**src/rtl/pulse_train_gen.sv**
```systemverilog
// pulse_train_gen: command-strobed pulse train generator.
// Start delay, high width, low gap and pulse count are latched at start.
module pulse_train_gen #(
  parameter int CNT_W = 16,
  parameter int NUM_W = 8
) (
  input  logic             clk,
  input  logic             rst,
  input  logic             start,
  input  logic             abort,
  input  logic [CNT_W-1:0] delay_cycles,
  input  logic [CNT_W-1:0] width_cycles,
  input  logic [CNT_W-1:0] gap_cycles,
  input  logic [NUM_W-1:0] pulse_count,
  output logic             signal_out,
  output logic             busy,
  output logic             done,
  output logic [NUM_W-1:0] pulses_left
);

  typedef enum logic [1:0] {
    IDLE,
    DELAY,
    HIGH,
    LOW
  } state_t;

  state_t           state;
  logic [CNT_W-1:0] cnt;
  logic [CNT_W-1:0] wid_m1;
  logic [CNT_W-1:0] gap_m1;

  logic [CNT_W-1:0] wid_in_m1;
  logic [CNT_W-1:0] gap_in_m1;
  logic [NUM_W-1:0] num_in;
  logic             cnt_zero;
  logic             last_pulse;

  // Zero width/gap/count act as one; keep width and gap as (value-1)
  // so the maximum input still fits and the counters never wrap.
  always_comb begin
    wid_in_m1  = '0;
    gap_in_m1  = '0;
    num_in     = pulse_count;
    cnt_zero   = (cnt == '0);
    last_pulse = (pulses_left == NUM_W'(1));
    if (width_cycles != '0) wid_in_m1 = width_cycles - 1'b1;
    if (gap_cycles != '0) gap_in_m1 = gap_cycles - 1'b1;
    if (pulse_count == '0) num_in = NUM_W'(1);
  end

  // Train sequencer: delay, then alternate high/low phases per pulse.
  always_ff @(posedge clk or posedge rst) begin
    if (rst) begin
      state       <= IDLE;
      cnt         <= '0;
      wid_m1      <= '0;
      gap_m1      <= '0;
      signal_out  <= 1'b0;
      busy        <= 1'b0;
      done        <= 1'b0;
      pulses_left <= '0;
    end else begin
      done <= 1'b0;
      if (state != IDLE && abort) begin
        state       <= IDLE;
        cnt         <= '0;
        signal_out  <= 1'b0;
        busy        <= 1'b0;
        pulses_left <= '0;
      end else begin
        unique case (state)
          IDLE: begin
            if (start && !abort) begin
              state       <= DELAY;
              cnt         <= delay_cycles;
              wid_m1      <= wid_in_m1;
              gap_m1      <= gap_in_m1;
              pulses_left <= num_in;
              busy        <= 1'b1;
            end
          end
          DELAY: begin
            if (cnt_zero) begin
              state      <= HIGH;
              signal_out <= 1'b1;
              cnt        <= wid_m1;
            end else begin
              cnt <= cnt - 1'b1;
            end
          end
          HIGH: begin
            if (cnt_zero) begin
              signal_out  <= 1'b0;
              pulses_left <= pulses_left - 1'b1;
              if (last_pulse) begin
                state <= IDLE;
                busy  <= 1'b0;
                done  <= 1'b1;
                cnt   <= '0;
              end else begin
                state <= LOW;
                cnt   <= gap_m1;
              end
            end else begin
              cnt <= cnt - 1'b1;
            end
          end
          LOW: begin
            if (cnt_zero) begin
              state      <= HIGH;
              signal_out <= 1'b1;
              cnt        <= wid_m1;
            end else begin
              cnt <= cnt - 1'b1;
            end
          end
          default: begin
            state <= IDLE;
          end
        endcase
      end
    end
  end

endmodule

```
**config.mk**
```make
export PLATFORM = sky130hd
export DESIGN_NAME = pulse_train_gen
export DESIGN_NICKNAME = d
export VERILOG_FILES = /design/src/rtl/pulse_train_gen.sv
export SDC_FILE = /design/constraint.sdc
export NUM_CORES = 1
export LEC_CHECK = 0
export CORE_MARGIN = 5
export CORE_UTILIZATION = 59
export CTS_BUF_LIST = sky130_fd_sc_hd__clkbuf_8
export DETAILED_ROUTE_END_ITERATION = 7
export GPL_ROUTABILITY_DRIVEN = 0
export PLACE_DENSITY = 0.91
export SLEW_MARGIN = 15
export SYNTH_ARGS = -nofsm -noshare
export SYNTH_HDL_FRONTEND = slang
export SYNTH_SLANG_ARGS = --single-unit
```
**constraint.sdc**
```tcl
create_clock -name clk -period 3.19 [get_ports clk]
set_input_delay 0.319 -clock clk [delete_from_list [all_inputs] [get_ports clk]]
set_output_delay 0.319 -clock clk [all_outputs]
set_load 0.02 [all_outputs]
```
==> flow_summary.json, run 1 <==
{
  "post_cts_buffers": 0,
  "synthArstFlopShare_pct": 100,
  "vias": 4152,
  "finalNetCount": 607,
  "vdd_drop_max_uv": 284,
  "grt-ovfl-total": 0,
  "required_ps": 3390,
  "drc_errors": 0,
  "synth_area_um2": 4030,
  "cp-start-kind": "register",
  "stdcell_count": 626,
  "hold_slack_ps": 390,
  "ys.flop_type": "dfrtp_1",
  "finalSetupViolCount": 0,
  "maxSlewViolCount": 0,
  "max-slew-margin-rel_pct": 49.2,
  "stdcell_area_um2": 5060,
  "fp.coreArea_um2": 6720,
  "cts_hold_buf": 0,
  "ys.warnings.count": 0,
  "fin_tns_setup_ps": 0,
  "die_w_um": 92.6,
  "portBuffers": 70,
  "root_buffer": "clkbuf_8",
  "first_global_vias": 3976,
  "critical_path_class": "register to register",
  "num_rows": 30,
  "cts_buffers": 9,
  "critPathMaxFanout": 20,
  "tritoncts": "yes",
  "power_leakage_nw": 2.03,
  "final_util_pct": 75.3,
  "ys_seq_area_share_pct": 37.9,
  "arrival_ps": 2820,
  "antenna_cells": 0,
  "dp.cells": 610,
  "hpwl_um": 8670,
  "swShare_pct": 32.6,
  "period_share_pct": 82.1,
  "grt.total_usage_pct": 28.0,
  "seq_power_share_pct": 39.7,
  "placed_cell_area_um2": 4800,
  "wl_per_cell_um": 18.6,
  "synth-seq-cells": 61,
  "net-switching-power_mw": 0.881,
  "htreeDepth": 3,
  "antenna_found_initial": 0,
  "pre_cts_ws_ps": 380,
  "period_minus_slack_ps": 2620,
  "rsz0062_at_grt": "no",
  "fin_worst_skew_ps": 11.5,
  "drive_gt1_share_pct": 7.69,
  "p_total_mw": 2.70,
  "netlist_instances": 478,
  "synth_edf_count": 0,
  "p_per_area_nw_per_um2": 533,
  "layout_common_cells": "clkdlybuf4s50_1 (70), dfrtp_1 (61), nand2_1 (55)",
  "dieHeight_um": 92.6,
  "worstMarginPinSlew_ps": 762,
  "dr.pass1.iters": 6,
  "hold_path_class": "input pin to async pin",
  "maxCapViolCount": 0,
  "grt_max_degree": 34,
  "p_clk_share_pct": 32.8,
  "ctsResizeCount": 0,
  "cts_max_path_buffers": 2,
  "reg2reg_depth": 8,
  "dieArea_um2": 8570,
  "insertion_delay_ps": 350,
  "synth_cell_types": 65,
  "vias_per_cell": 6.63,
  "final_common_cell": "clkdlybuf4s50_1",
  "clk_pin_slew_ps": 80,
  "endpoint_kind": "register",
  "drtAntennaViolNets": 0,
  "max_freq_ghz": 0.382,
  "grt_pass1_wl_um": 19300,
  "status": "complete, no violations",
  "io_pins": 71,
  "initial_core_util_pct": 59.9,
  "cts_sinks": 61,
  "finalHoldViolations": 0,
  "drtIter0Drc": 620,
  "setup_slack_ps": 571,
  "wl_um": 11600,
  "syn_nets": 544,
  "area_growth_pct": 25.8,
  "p_int_mw": 1.82,
  "syn_area_per_cell_um2": 8.42,
  "p_comb_share_pct": 27.5
}
[registers in the layout, indices dropped and copies added (netlist names)]
name         count
busy             1
cnt             16
done             1
gap_m1          16
pulses_left      8
signal_out       1
state            2
wid_m1          16
[logic make-up (layout without fill, tap and decap cells)]
| family | after synthesis | count (layout) | share of synthesized area [%] |
|---|---|---|---|
| xor+xnor | 28 | 28 | 6.09 |
| flops | 61 | 61 | 37.9 |
| mux | 14 | 14 | 3.57 |
| buf+inv | 46 | 114 | 4.66 |
| compound gates | 142 | 142 | 22.5 |
| simple gates | 181 | 181 | 23.3 |
| fa+ha+maj | 6 | 6 | 1.87 |
[cell type report]
cell class / count / area (um^2)
multi-input combinational: 371 / 2310
fill: 467 / 1660
sequential: 61 / 1530
timing repair buffer: 83 / 811
clock buffer: 11 / 151
clock inverter: 5 / 106
tap: 80 / 100
inverter: 15 / 56.3
[power by group through the flow]
stage                     registers, mW  logic, mW  clock network, mW
after detailed placement           1.08      0.725                  0
after floorplan                    1.04      0.458                  0
after global routing               1.09      0.816              0.918
final                              1.07      0.741              0.885
after global placement             1.07      0.698                  0
after CTS                          1.06      0.732              0.884
[final timing paths]
check,from,end,slack [ps]
hold reg to reg,signal_out,signal_out,490
max in group asynchronous,rst,wid_m1[13],2200
setup reg to reg,cnt[0],cnt[13],570
min in group clk,signal_out,signal_out,490
hold / removal,rst,pulses_left[4],390
setup / recovery,cnt[0],cnt[13],570
[metal layers]
metal / wire length [um] / vias up / GRT usage (%)
li1: - / 1898 / -
met1: 4620 / 1956 / 36.2
met2: 5620 / 256 / 46.3
met3: 1090 / 42 / 6.42
met4: 287 / 0 / 9.65
met5: 0 / - / 0
[worst max-delay path, stage by stage, from the launching register on]
cell      delay, ps
dfrtp_1         440
inv_1           110
ha_1            170
nor4b_1         310
and4_1          670
buf_4           300
nor2_1           60
a221oi_1        270
o22ai_1         160
[Yosys cell counts (all sizes together) (3+ instances only)]
cell      n  area (um^2)
nor3     21          110
nand2    55          206
a21o      5         37.5
and3      5         31.3
o21ai    48          244
nand2b    6         37.5
xor2      6         52.6
a2111oi   3         26.3
nor2     32          120
mux2i    11          110
xnor2    22          193
o22ai     5         31.3
clkbuf   24         91.3
o221ai    5         43.8
nand4     5         31.3
nor2b     4         25.0
nand3     8         40.0
dfrtp    61         1530
o31ai    14          105
nor4     18          134
a22oi     3         22.5
or4       6         48.8
ha        6         75.1
o21a      4         30.0
mux2      3         33.8
buf       7         40.0
inv      15         56.3
a31oi     3         18.8
a221oi    3         26.3
or3       8         50.1
a21oi    28          140
No activity file was read; power rests on OpenSTA's default activity.
==> inputs of run 2 (changes only) <==
Settings changed: CORE_UTILIZATION 59 to 50, PLACE_DENSITY 0.91 to 0.82.
Clock period 3.19 ns to 2.2 ns, I/O delays scaled along.
==> run 2 against run 1 <==
Clock power grew 41%; clock skew down 0.61 ps; cell area is 8.1% higher; final cell count grew 11%; highest routed layer unchanged.
==> flow_summary.json, run 2 (synthesis results as in run 1) <==
{
  "max-slew-margin-rel_pct": 56.3,
  "maxCapViolCount": 0,
  "finalNetCount": 653,
  "cts_sinks": 61,
  "tritoncts": "yes",
  "vdd_drop_max_uv": 514,
  "io_pins": 71,
  "antenna_cells": 0,
  "hold_path_class": "input pin to async pin",
  "hpwl_um": 9090,
  "vias_per_cell": 6.19,
  "placed_cell_area_um2": 5190,
  "cp_top_family": "simple AND/OR/NAND/NOR gates",
  "top_regs": "cnt (16), gap_m1 (16), wid_m1 (16)",
  "status": "complete, no violations",
  "first_global_vias": 4104,
  "initial_core_util_pct": 51.8,
  "final_common_cell": "clkdlybuf4s50_1",
  "wl_per_cell_um": 17.7,
  "crit_chain": "inv_1 > ha_1 > nor4b_2 > and4_4 > buf_4 > or4b_2 > o2111a_1",
  "portBuffers": 70,
  "grt-ovfl-total": 0,
  "drc_errors": 0,
  "critPathMaxStageDelay_ps": 660,
  "power_leakage_nw": 2.26,
  "seq_power_share_pct": 37.6,
  "fin_worst_skew_ps": 10.9,
  "area_growth_pct": 35.9,
  "dieHeight_um": 99.7,
  "layout_common_cells": "clkdlybuf4s50_1 (70), dfrtp_1 (61), buf_4 (57)",
  "setup_slack_ps": 74.6,
  "critical_path_class": "register to register",
  "worstMarginPinSlew_ps": 656,
  "maxSlewViolCount": 0,
  "arrival_ps": 2370,
  "max_freq_ghz": 0.470,
  "period_share_pct": 96.6,
  "clk_pin_slew_ps": 80,
  "die_w_um": 99.7,
  "dr.pass1.iters": 5,
  "p_clk_share_pct": 30.8,
  "cp-start-kind": "register",
  "post_cts_buffers": 0,
  "critPathSlowestCell": "or4b_2",
  "root_buffer": "clkbuf_8",
  "crit_buf_inv": 2,
  "htreeDepth": 3,
  "pre_cts_ws_ps": -226,
  "swShare_pct": 32.8,
  "antenna_found_initial": 0,
  "dp.cells": 678,
  "fp.coreArea_um2": 7770,
  "rrSetupSlack_ps": 70,
  "grt_pass1_wl_um": 20000,
  "vias": 4296,
  "drtAntennaViolNets": 0,
  "p_int_mw": 2.72,
  "p_per_area_nw_per_um2": 739,
  "finalHoldViolations": 0,
  "cts_max_path_buffers": 2,
  "stdcell_area_um2": 5470,
  "grt.total_usage_pct": 25.1,
  "wl_um": 12300,
  "drive_gt1_share_pct": 16.0,
  "cts_buffers": 9,
  "final_util_pct": 70.4,
  "net-switching-power_mw": 1.33,
  "critPathMaxFanout": 7,
  "stdcell_count": 694,
  "period_minus_slack_ps": 2130,
  "finalSetupViolCount": 0,
  "grt_max_degree": 62,
  "p_comb_share_pct": 31.5,
  "endpoint_kind": "register",
  "drtIter0Drc": 630,
  "dieArea_um2": 9950,
  "cts_hold_buf": 0,
  "hold_slack_ps": 247,
  "insertion_delay_ps": 350,
  "num_rows": 32,
  "required_ps": 2450
}
run 2: changes by cell type in the layout (fill, tap and decap cells not counted), sizes merged:
cell | before | now
clkinvlp | 1 | 2
buf | 13 | 59
clkbuf | 11 | 10
run 2: what timing repair did:
action,CTS,global route
endpoints found under the setup margin,12,13
endpoints found under the hold margin,0,0
gates resized for setup,2,6
pin swaps,0,1
run 2: worst paths after layout:
kind                                   to       from  depth (start not counted)
setup / recovery                  cnt[12]     cnt[1]                          7
hold / removal                  gap_m1[2]        rst                          3
setup reg to reg                  cnt[12]     cnt[1]                          7
hold reg to reg                 wid_m1[8]  wid_m1[8]                          2
max in group asynchronous  pulses_left[4]        rst                          3
min in group clk                wid_m1[8]  wid_m1[8]                          2
run 2: final cells by class:
type,instances,area [um^2]
clock buffer,10,138
clock inverter,6,110
fill,602,2300
inverter,15,56.3
multi-input combinational,371,2340
sequential,61,1530
tap,102,128
timing repair buffer,129,1170
run 2: through the flow:
step	setup TNS, ps	power (mW)
floorplan	0	2.18
global placement	-2300	2.71
detailed placement	-4470	2.76
CTS	0	4.01
global route	-3.70	4.24
finish	0	4.04
run 2: layer usage:
layer / routed length, um / GRT usage, %
met1: 4930 / 32.5
met2: 5760 / 39.8
met3: 1180 / 6.66
met4: 386 / 9.98
met5: 0 / 0
run 2: power by group through the flow:
| stage | combinational [mW] | clock, mW | sequential (mW) |
|---|---|---|---|
| floorplan | 0.663 | 0 | 1.51 |
| global placement | 1.19 | 0 | 1.52 |
| detailed placement | 1.23 | 0 | 1.53 |
| CTS | 1.25 | 1.26 | 1.51 |
| global route | 1.39 | 1.31 | 1.54 |
| finish | 1.28 | 1.25 | 1.52 |
run 2: worst reg2reg max path, delay by kind of cell, from the launching register on:
| kind | cells | cell delay [ps] |
|---|---|---|
| and+or+nand+nor | 3 | 1060 |
| DFF | 1 | 380 |
| buffers and inverters | 2 | 240 |
| adders and majority gates | 1 | 190 |
| AOI/OAI and AO/OA | 1 | 160 |
